[src/rtl/regfile_mp.sv]
// Multi-read-port register file with hardwired-zero r0, busy-bit scoreboard and sweep-clear engine.
// Optional RF_BYPASS_EN forwards the same-cycle writeback to matching read ports.
module regfile_mp #(
  parameter  int unsigned XLEN  = 32,
  parameter  int unsigned NREGS = 32,
  parameter  int unsigned NRD   = 2,
  localparam int unsigned AW    = $clog2(NREGS)
) (
  input  logic              clk_i,
  input  logic              reset_ni,
  input  logic [NRD*AW-1:0] raddr_i,
  output logic [NRD*XLEN-1:0] rdata_o,
  output logic [NRD-1:0]    rbusy_o,
  input  logic              rsv_valid_i,
  input  logic [AW-1:0]     rsv_addr_i,
  output logic              rsv_ready_o,
  input  logic              we_i,
  input  logic [AW-1:0]     waddr_i,
  input  logic [XLEN-1:0]   wdata_i,
  input  logic              clr_req_i,
  output logic              clr_busy_o
);

  localparam logic [0:0] S_IDLE  = 1'b0;
  localparam logic [0:0] S_SWEEP = 1'b1;

  logic [0:0]      r_state;
  logic [0:0]      w_state_nxt;
  logic [AW-1:0]   r_idx;
  logic [AW-1:0]   w_idx_nxt;
  logic            r_clr_busy;
  logic [XLEN-1:0] r_regs [NREGS];
  logic [NREGS-1:0] r_busy;
  logic [NREGS-1:0] w_busy_nxt;
  logic            w_idle;
  logic            w_wr_en;
  logic            w_rsv_acc;

  assign w_idle      = (r_state == S_IDLE);
  assign w_wr_en     = w_idle & we_i & (waddr_i != '0);
  assign rsv_ready_o = rsv_valid_i & w_idle & ((rsv_addr_i == '0) | ~r_busy[rsv_addr_i]);
  assign w_rsv_acc   = rsv_ready_o & (rsv_addr_i != '0);
  assign clr_busy_o  = r_clr_busy;

  // Sweep sequencer: index starts at 1 (r0 is always zero) and stops after NREGS-1
  always_comb begin
    w_state_nxt = r_state;
    w_idx_nxt   = r_idx;
    case (r_state)
      S_IDLE: begin
        if (clr_req_i) begin
          w_state_nxt = S_SWEEP;
          w_idx_nxt   = AW'(1);
        end
      end
      S_SWEEP: begin
        w_idx_nxt = r_idx + AW'(1);
        if (r_idx == AW'(NREGS - 1)) begin
          w_state_nxt = S_IDLE;
        end
      end
      default: w_state_nxt = S_IDLE;
    endcase
  end

  always_ff @(posedge clk_i or negedge reset_ni) begin
    if (!reset_ni) begin
      r_state    <= S_IDLE;
      r_idx      <= '0;
      r_clr_busy <= 1'b0;
    end else begin
      r_state    <= w_state_nxt;
      r_idx      <= w_idx_nxt;
      r_clr_busy <= (w_state_nxt == S_SWEEP);
    end
  end

  // Reserve is applied after the write clear so a same-address reserve wins
  always_comb begin
    w_busy_nxt = r_busy;
    if (!w_idle) begin
      w_busy_nxt[r_idx] = 1'b0;
    end else begin
      if (w_wr_en)   w_busy_nxt[waddr_i]    = 1'b0;
      if (w_rsv_acc) w_busy_nxt[rsv_addr_i] = 1'b1;
    end
  end

  always_ff @(posedge clk_i or negedge reset_ni) begin
    if (!reset_ni) begin
      r_busy <= '0;
    end else begin
      r_busy <= w_busy_nxt;
    end
  end

  always_ff @(posedge clk_i or negedge reset_ni) begin
    if (!reset_ni) begin
      for (int k = 0; k < int'(NREGS); k++) r_regs[k] <= '0;
    end else if (!w_idle) begin
      r_regs[r_idx] <= '0;
    end else if (w_wr_en) begin
      r_regs[waddr_i] <= wdata_i;
    end
  end

  for (genvar p = 0; p < int'(NRD); p++) begin : g_rd
    logic [AW-1:0] w_ra;
    assign w_ra = raddr_i[p*AW +: AW];
`ifdef RF_BYPASS_EN
    logic w_hit;
    assign w_hit = w_wr_en & (w_ra == waddr_i);
    assign rdata_o[p*XLEN +: XLEN] = (w_ra == '0) ? '0 : (w_hit ? wdata_i : r_regs[w_ra]);
    assign rbusy_o[p] = (w_ra != '0) &
                        (w_hit ? (w_rsv_acc & (rsv_addr_i == w_ra)) : r_busy[w_ra]);
`else
    assign rdata_o[p*XLEN +: XLEN] = (w_ra == '0) ? '0 : r_regs[w_ra];
    assign rbusy_o[p] = (w_ra != '0) & r_busy[w_ra];
`endif
  end

endmodule

[config.mk]
export PLATFORM = sky130hd
export DESIGN_NAME = regfile_mp
export DESIGN_NICKNAME = d
export VERILOG_FILES = /design/src/rtl/regfile_mp.sv
export SDC_FILE = /design/constraint.sdc
export NUM_CORES = 2
export LEC_CHECK = 0
export ABC_AREA = 1
export CAP_MARGIN = 20
export CORE_UTILIZATION = 35
export CTS_BUF_LIST = sky130_fd_sc_hd__clkbuf_4
export CTS_CLUSTER_DIAMETER = 50
export DETAILED_ROUTE_END_ITERATION = 8
export PLACE_DENSITY = 0.49
export SLEW_MARGIN = 25
export SYNTH_ARGS = -nofsm -noshare
export SYNTH_HDL_FRONTEND = slang
export SYNTH_SLANG_ARGS = --single-unit
[constraint.sdc]
create_clock -name clk_i -period 3.9 [get_ports clk_i]
set_input_delay 0.585 -clock clk_i [delete_from_list [all_inputs] [get_ports clk_i]]
set_output_delay 0.585 -clock clk_i [all_outputs]
set_load 0.01 [all_outputs]
# --- Yosys cells after proc, flatten, opt, wreduce, memory -nomap -nowiden ---
# Index checks and enable logic that the tools add are counted.
op_classes:
  eq_ne: 2
  reduce_logical: 13
  order_cmp: 14
  add_sub_neg: 1
  mux: 36
  bitwise: 21
  n_div: 0
  shift: 0
  n_mul: 0
ops:
  columns: ["cell", "count"]
  rows:
  - ["$mux W1024", 2]
  - ["$and A1024 B1024 Y1024", 1]
  - ["$bwmux W1024", 1]
  - ["$not A1024 Y1024", 1]
  - ["$mux W32", 12]
  - ["$bmux W32 S5", 2]
  - ["$demux W32 S5", 2]
  - ["$and A32 B32 Y32", 2]
  - ["$not A32 Y32", 2]
  - ["$or A32 B32 Y32", 1]
  - ["$lt A5 B6 Y1 const B", 5]
  - ["$ge A6 B6 Y1 const B", 4]
  - ["$not A5 Y6", 4]
  - ["$reduce_bool A5 Y1", 4]
  - ["$bmux W1 S5", 3]
  - ["$demux W1 S5", 3]
  - ["$ge A5 B1 Y1 const B", 3]
  - ["$logic_not A5 Y1", 3]
  - ["$lt A6 B1 Y1 const B", 2]
  - ["$pmux W5 S2", 1]
  - ["$mux W1", 8]
  - ["$and A1 B1 Y1", 7]
  - ["$add A5 B1 Y5 const B", 1]
  - ["$eq A5 B5 Y1 const B", 1]
  - ["7 further kinds", 12]
word_totals:
  word_cells: 122
  register_bits: 1062
  memories: 0
  latch_bits: 0
  rom_bits: 0
  output_inout_bits: 68
  mem_bits_rw: 0
  in_bits: 57

# --- Longest topological paths before layout ---
logic_depth:
  ltp_word: 11
  depth_mapped: 14
  depth_no_buf: 12

# --- Worst setup path after synthesis ---
# Ideal clock, no wire load.
synth_path:
  path_type: "input -> output"
  from: "input raddr_i[5]"
  to: "output rdata_o[52]"
  required_time_ns: 3.315
  stages: 13
  arrival_time_ns: 1.914
  setup_slack_ns: 1.401
  cell_sequence: "buf_4 inv_1 buf_4 buf_2 buf_2 nand2_1 nand3_1 nand2_1 a21oi_1 o31ai_1 nand2_1 nand2_1 nor2_1"
synth_via:
  elab_chain_cells: 5
  elab_cells_between_ends: 6
synth_lines:
  columns: ["element", "line_no", "text"]
  rows:
  - ["start: declaration", "11", "input logic [NRD*AW-1:0] raddr_i,"]
  - ["$not A5 Y6 (not written as such)", "117", "assign rdata_o[p*XLEN +: XLEN] = (w_ra == '0) ? '0 : r_regs[w_ra];"]
  - ["$bmux W32 S5", "117", null]
  - ["$mux W32 (not written as such) (2 in series)", "117", null]
  - ["$mux W32 (*)", "117", null]
  - ["end: declaration", "12", "output logic [NRD*XLEN-1:0] rdata_o,"]
# Mark *: on every way between the ends. The rest lies on a longest branch, timed or not. The select of a mux whose other input is x is not followed.

# --- Worst setup path after layout ---
layout_path:
  from: "register r_regs[906] in the netlist's numbering"
  to: "output rdata_o[10]"
layout_via:
  elab_chain_cells: 4
layout_lines:
  columns: ["element", "line_no", "text"]
  rows:
  - ["start: declaration", "32", "logic [XLEN-1:0] r_regs [NREGS];"]
  - ["start signal: indexed assignment", "103", "r_regs[waddr_i] <= wdata_i;"]
  - ["$bmux W32 S5", "117", null]
  - ["$mux W32 (not written as such) (2 in series)", "117", null]
  - ["$mux W32", "117", null]
# Every way passes these cells. The select of a mux whose other input is x is not followed.

==> impl_metrics.toml <==
[cts]
numCtsBuffers = 340
clk_pin_slew_ns = 0.06
clk_path_buf_depth = 4
insertion_delay_ns = 1.39
cts_tree = "done"
cts.sinks = 1062
root_buffer = "clkbuf_4"
htreeDepth = 5

[finish]
fin_util_pct = 41.2
fill_cells = 17800
area_growth_pct = 17.0
nets = 8758
final_cells = 11100
drive_above_1_share_pct = 11.7

[critical_path]
cp-start-kind = "flop"
reg2reg_depth = 5
crit_type = "reg -> out"
cp.arrival_ns = 3.25
cp.required_ns = 3.31
crit_start = "r_regs[906]"
r2r_slack_ns = 1.05
end_kind = "primary output"
r2r-start = "clr_busy_o"
cp_max_fo = 3
r2r-end = "r_regs[914]"

[grt]
grt_use_total_pct = 34.9
grt_max_degree = 133
grt_overflow = 0
grt_pass1_vias = 62000
grt_pass1_wl_microns = 444000
grt_antenna_before_repair = 18

[logic_synthesis]
ys_top_cells_by_area = "dfrtp_1 45%, nand2_1 19%, o21ai_0 9.6%"
ys_seq_area_share_pct = 44.5
synth-main-ff-cell = "dfrtp_1"
ys_ff_latch = 1062
synth_common_cells = "3008 x nand2_1, 1143 x o21ai_0, 1062 x dfrtp_1"
yosysMostFrequentCell = "nand2_1"
synth_fp_nets = 8640
syn_area_per_cell_sq_um = 6.96
netlist.area_leader.share_pct = 44.5
syn-cell-area_sq_um = 59700
synth_enable_flop_cells = 0
synthArstFlopShare_pct = 100
ys_warn_count = 0
synthCells = 8578
yosysTopAreaCell = "dfrtp_1"
yosysUniqueCellTypes = 38

[power_and_ir_drop]
p_per_area_nw_per_um2 = 461
switching_share_pct = 37.4
clkPwrFrac_pct = 34.8
finalPower_w = 0.0322
p_int_w = 0.0202
pwr-share-comb_pct = 24.1
peakVddDrop_uv = 380
switchingPower_w = 0.0120
seqPwrFrac_pct = 41.1
p_leak_nw = 31.3

[route]
firstDrtPassIters = 9
via_per_inst = 5.93
vias = 66000
drt_iter0_drc = 9441
drc = 0
totalWireLength_microns = 307000
ant_nets = 0
routedWlPerCell_microns = 27.6

[timing]
finalSetupTns_ns = 0
setup_viol = 0
hold_slack_ns = 0.131
fin_crit_sh_pct = 98.4
max_slew_margin_pct = 27.1
max_freq_ghz = 0.261
min_period_ns = 3.84
finalHoldViolCount = 0
slew_violations = 0
worst_slew_pin_slew_ns = 1.09
fin_worst_skew_ns = 0.119

[worst_hold_path]
hp-class = "in -> reg"
whs_path_depth = 3
holdPathEnd = "r_regs[46]"
holdCritStartpoint = "wdata_i[14]"

[die]
initial_core_util_pct = 35.2
die_w_microns = 415
core_sq_um = 169000
rows = 151
die_y_microns = 415
dieArea_sq_um = 172000
io_pins = 125

[place]
hpwl_microns = 180000
port_buffers = 124
placed_cells = 10500
place_congestion = 0.895

[run_status]
outcome = "complete, no violations"

[run]
maxCapViolCount = 0
==> cells by family after synthesis <==
kind of cell               after synthesis  synth area share (%)
and+or+nand+nor                       4524                  30.5
AOI/OAI and AO/OA                     2061                  18.5
DFF                                   1062                  44.5
buffers and inverters                  926                  6.32
adders and majority gates                5                 0.105
==> power by group through the flow <==
| stage | sequential (W) | combinational, W | clock [W] |
|---|---|---|---|
| 3_3_place_gp | 0.0134 | 0.00745 | 0 |
| 4_1_cts | 0.0132 | 0.00757 | 0.0114 |
| 6_report | 0.0132 | 0.00775 | 0.0112 |
| 2_1_floorplan | 0.0130 | 0.00397 | 0 |
| 5_1_grt | 0.0134 | 0.00824 | 0.0119 |
| 3_5_place_dp | 0.0134 | 0.00751 | 0 |
==> critical path, stage by stage, from the launching register on <==
cell	delay, ns
dfrtp_1	0.46
a21oi_1	0.10
o21ai_0	0.09
nand3_1	0.10
a21oi_1	0.25
nor3_4	0.12
nor2_4	0.22
clkdlybuf4s50_1	0.59
==> cells in the final DEF, fill, tap and decap left out, types with 15 or more instances in the layout <==
master           count
dlygate4sd2_1       21
nand3_1            784
dlygate4sd3_1       25
nor3_1              27
dfrtp_1           1058
a21oi_1            440
nor2_2              28
nand4_1             30
nand2_2             27
o31ai_1            119
nor2_1             602
clkdlybuf4s50_1     84
o22ai_1            117
clkinv_1            66
inv_2               16
o21ai_1            156
inv_1              157
buf_4              243
clkbuf_4           482
o21ai_0           1137
nand2_1           2983
nor2_4              15
o211ai_1            43
buf_12             127
==> how the worst max path moves through the flow <==
stage	slack, ns	to
after CTS	-0.01	rdata_o[25]
after detailed placement	0.14	rdata_o[20]
after global placement	0.16	rdata_o[18]
after global routing	-0.03	rdata_o[41]
after floorplan	1.40	rdata_o[52]
final	0.06	rdata_o[10]
==> flip-flops by register name, summed over array words and instances, names as in the netlist <==
name        flops
r_idx           5
r_regs       1024
clr_busy_o      1
r_busy         32
==> layout make-up <==
type                            count  area (sq um)  area share, %
Multi-Input combinational cell   6590         29900           42.8
Sequential cell                  1062         26600           38.1
Timing Repair Buffer              515          5820           8.34
Clock buffer                      482          3620           5.18
Tap cell                         2218          2780           3.97
Inverter                          187           753           1.08
Clock inverter                     71           329          0.471
Antenna cell                       12          30.0         0.0430
==> routing by layer <==
metal	vias to the layer above	track usage [%]	routed length, microns
met4	4	18.5	17300
met3	840	6.50	32300
met2	4273	51.7	132000
li1	28800	-	-
met5	-	0	26
met1	32100	48.0	126000
==> metrics by stage <==
stage	worst slack (ns)	cell area (sq um)
floorplan	1.40	59700
global placement	0.164	65300
detailed placement	0.143	65300
CTS	-0.0107	69700
global route	-0.0303	69800
finish	0.0640	69800
==> repair_timing <==
action	CTS	global route
hold endpoints to repair	1115	0
resized for setup	94	34
setup buffers	0	0
hold buffers	26	0
setup endpoints to repair	47	22
pin swaps	19	5
Power figures use the tool's default switching activity.
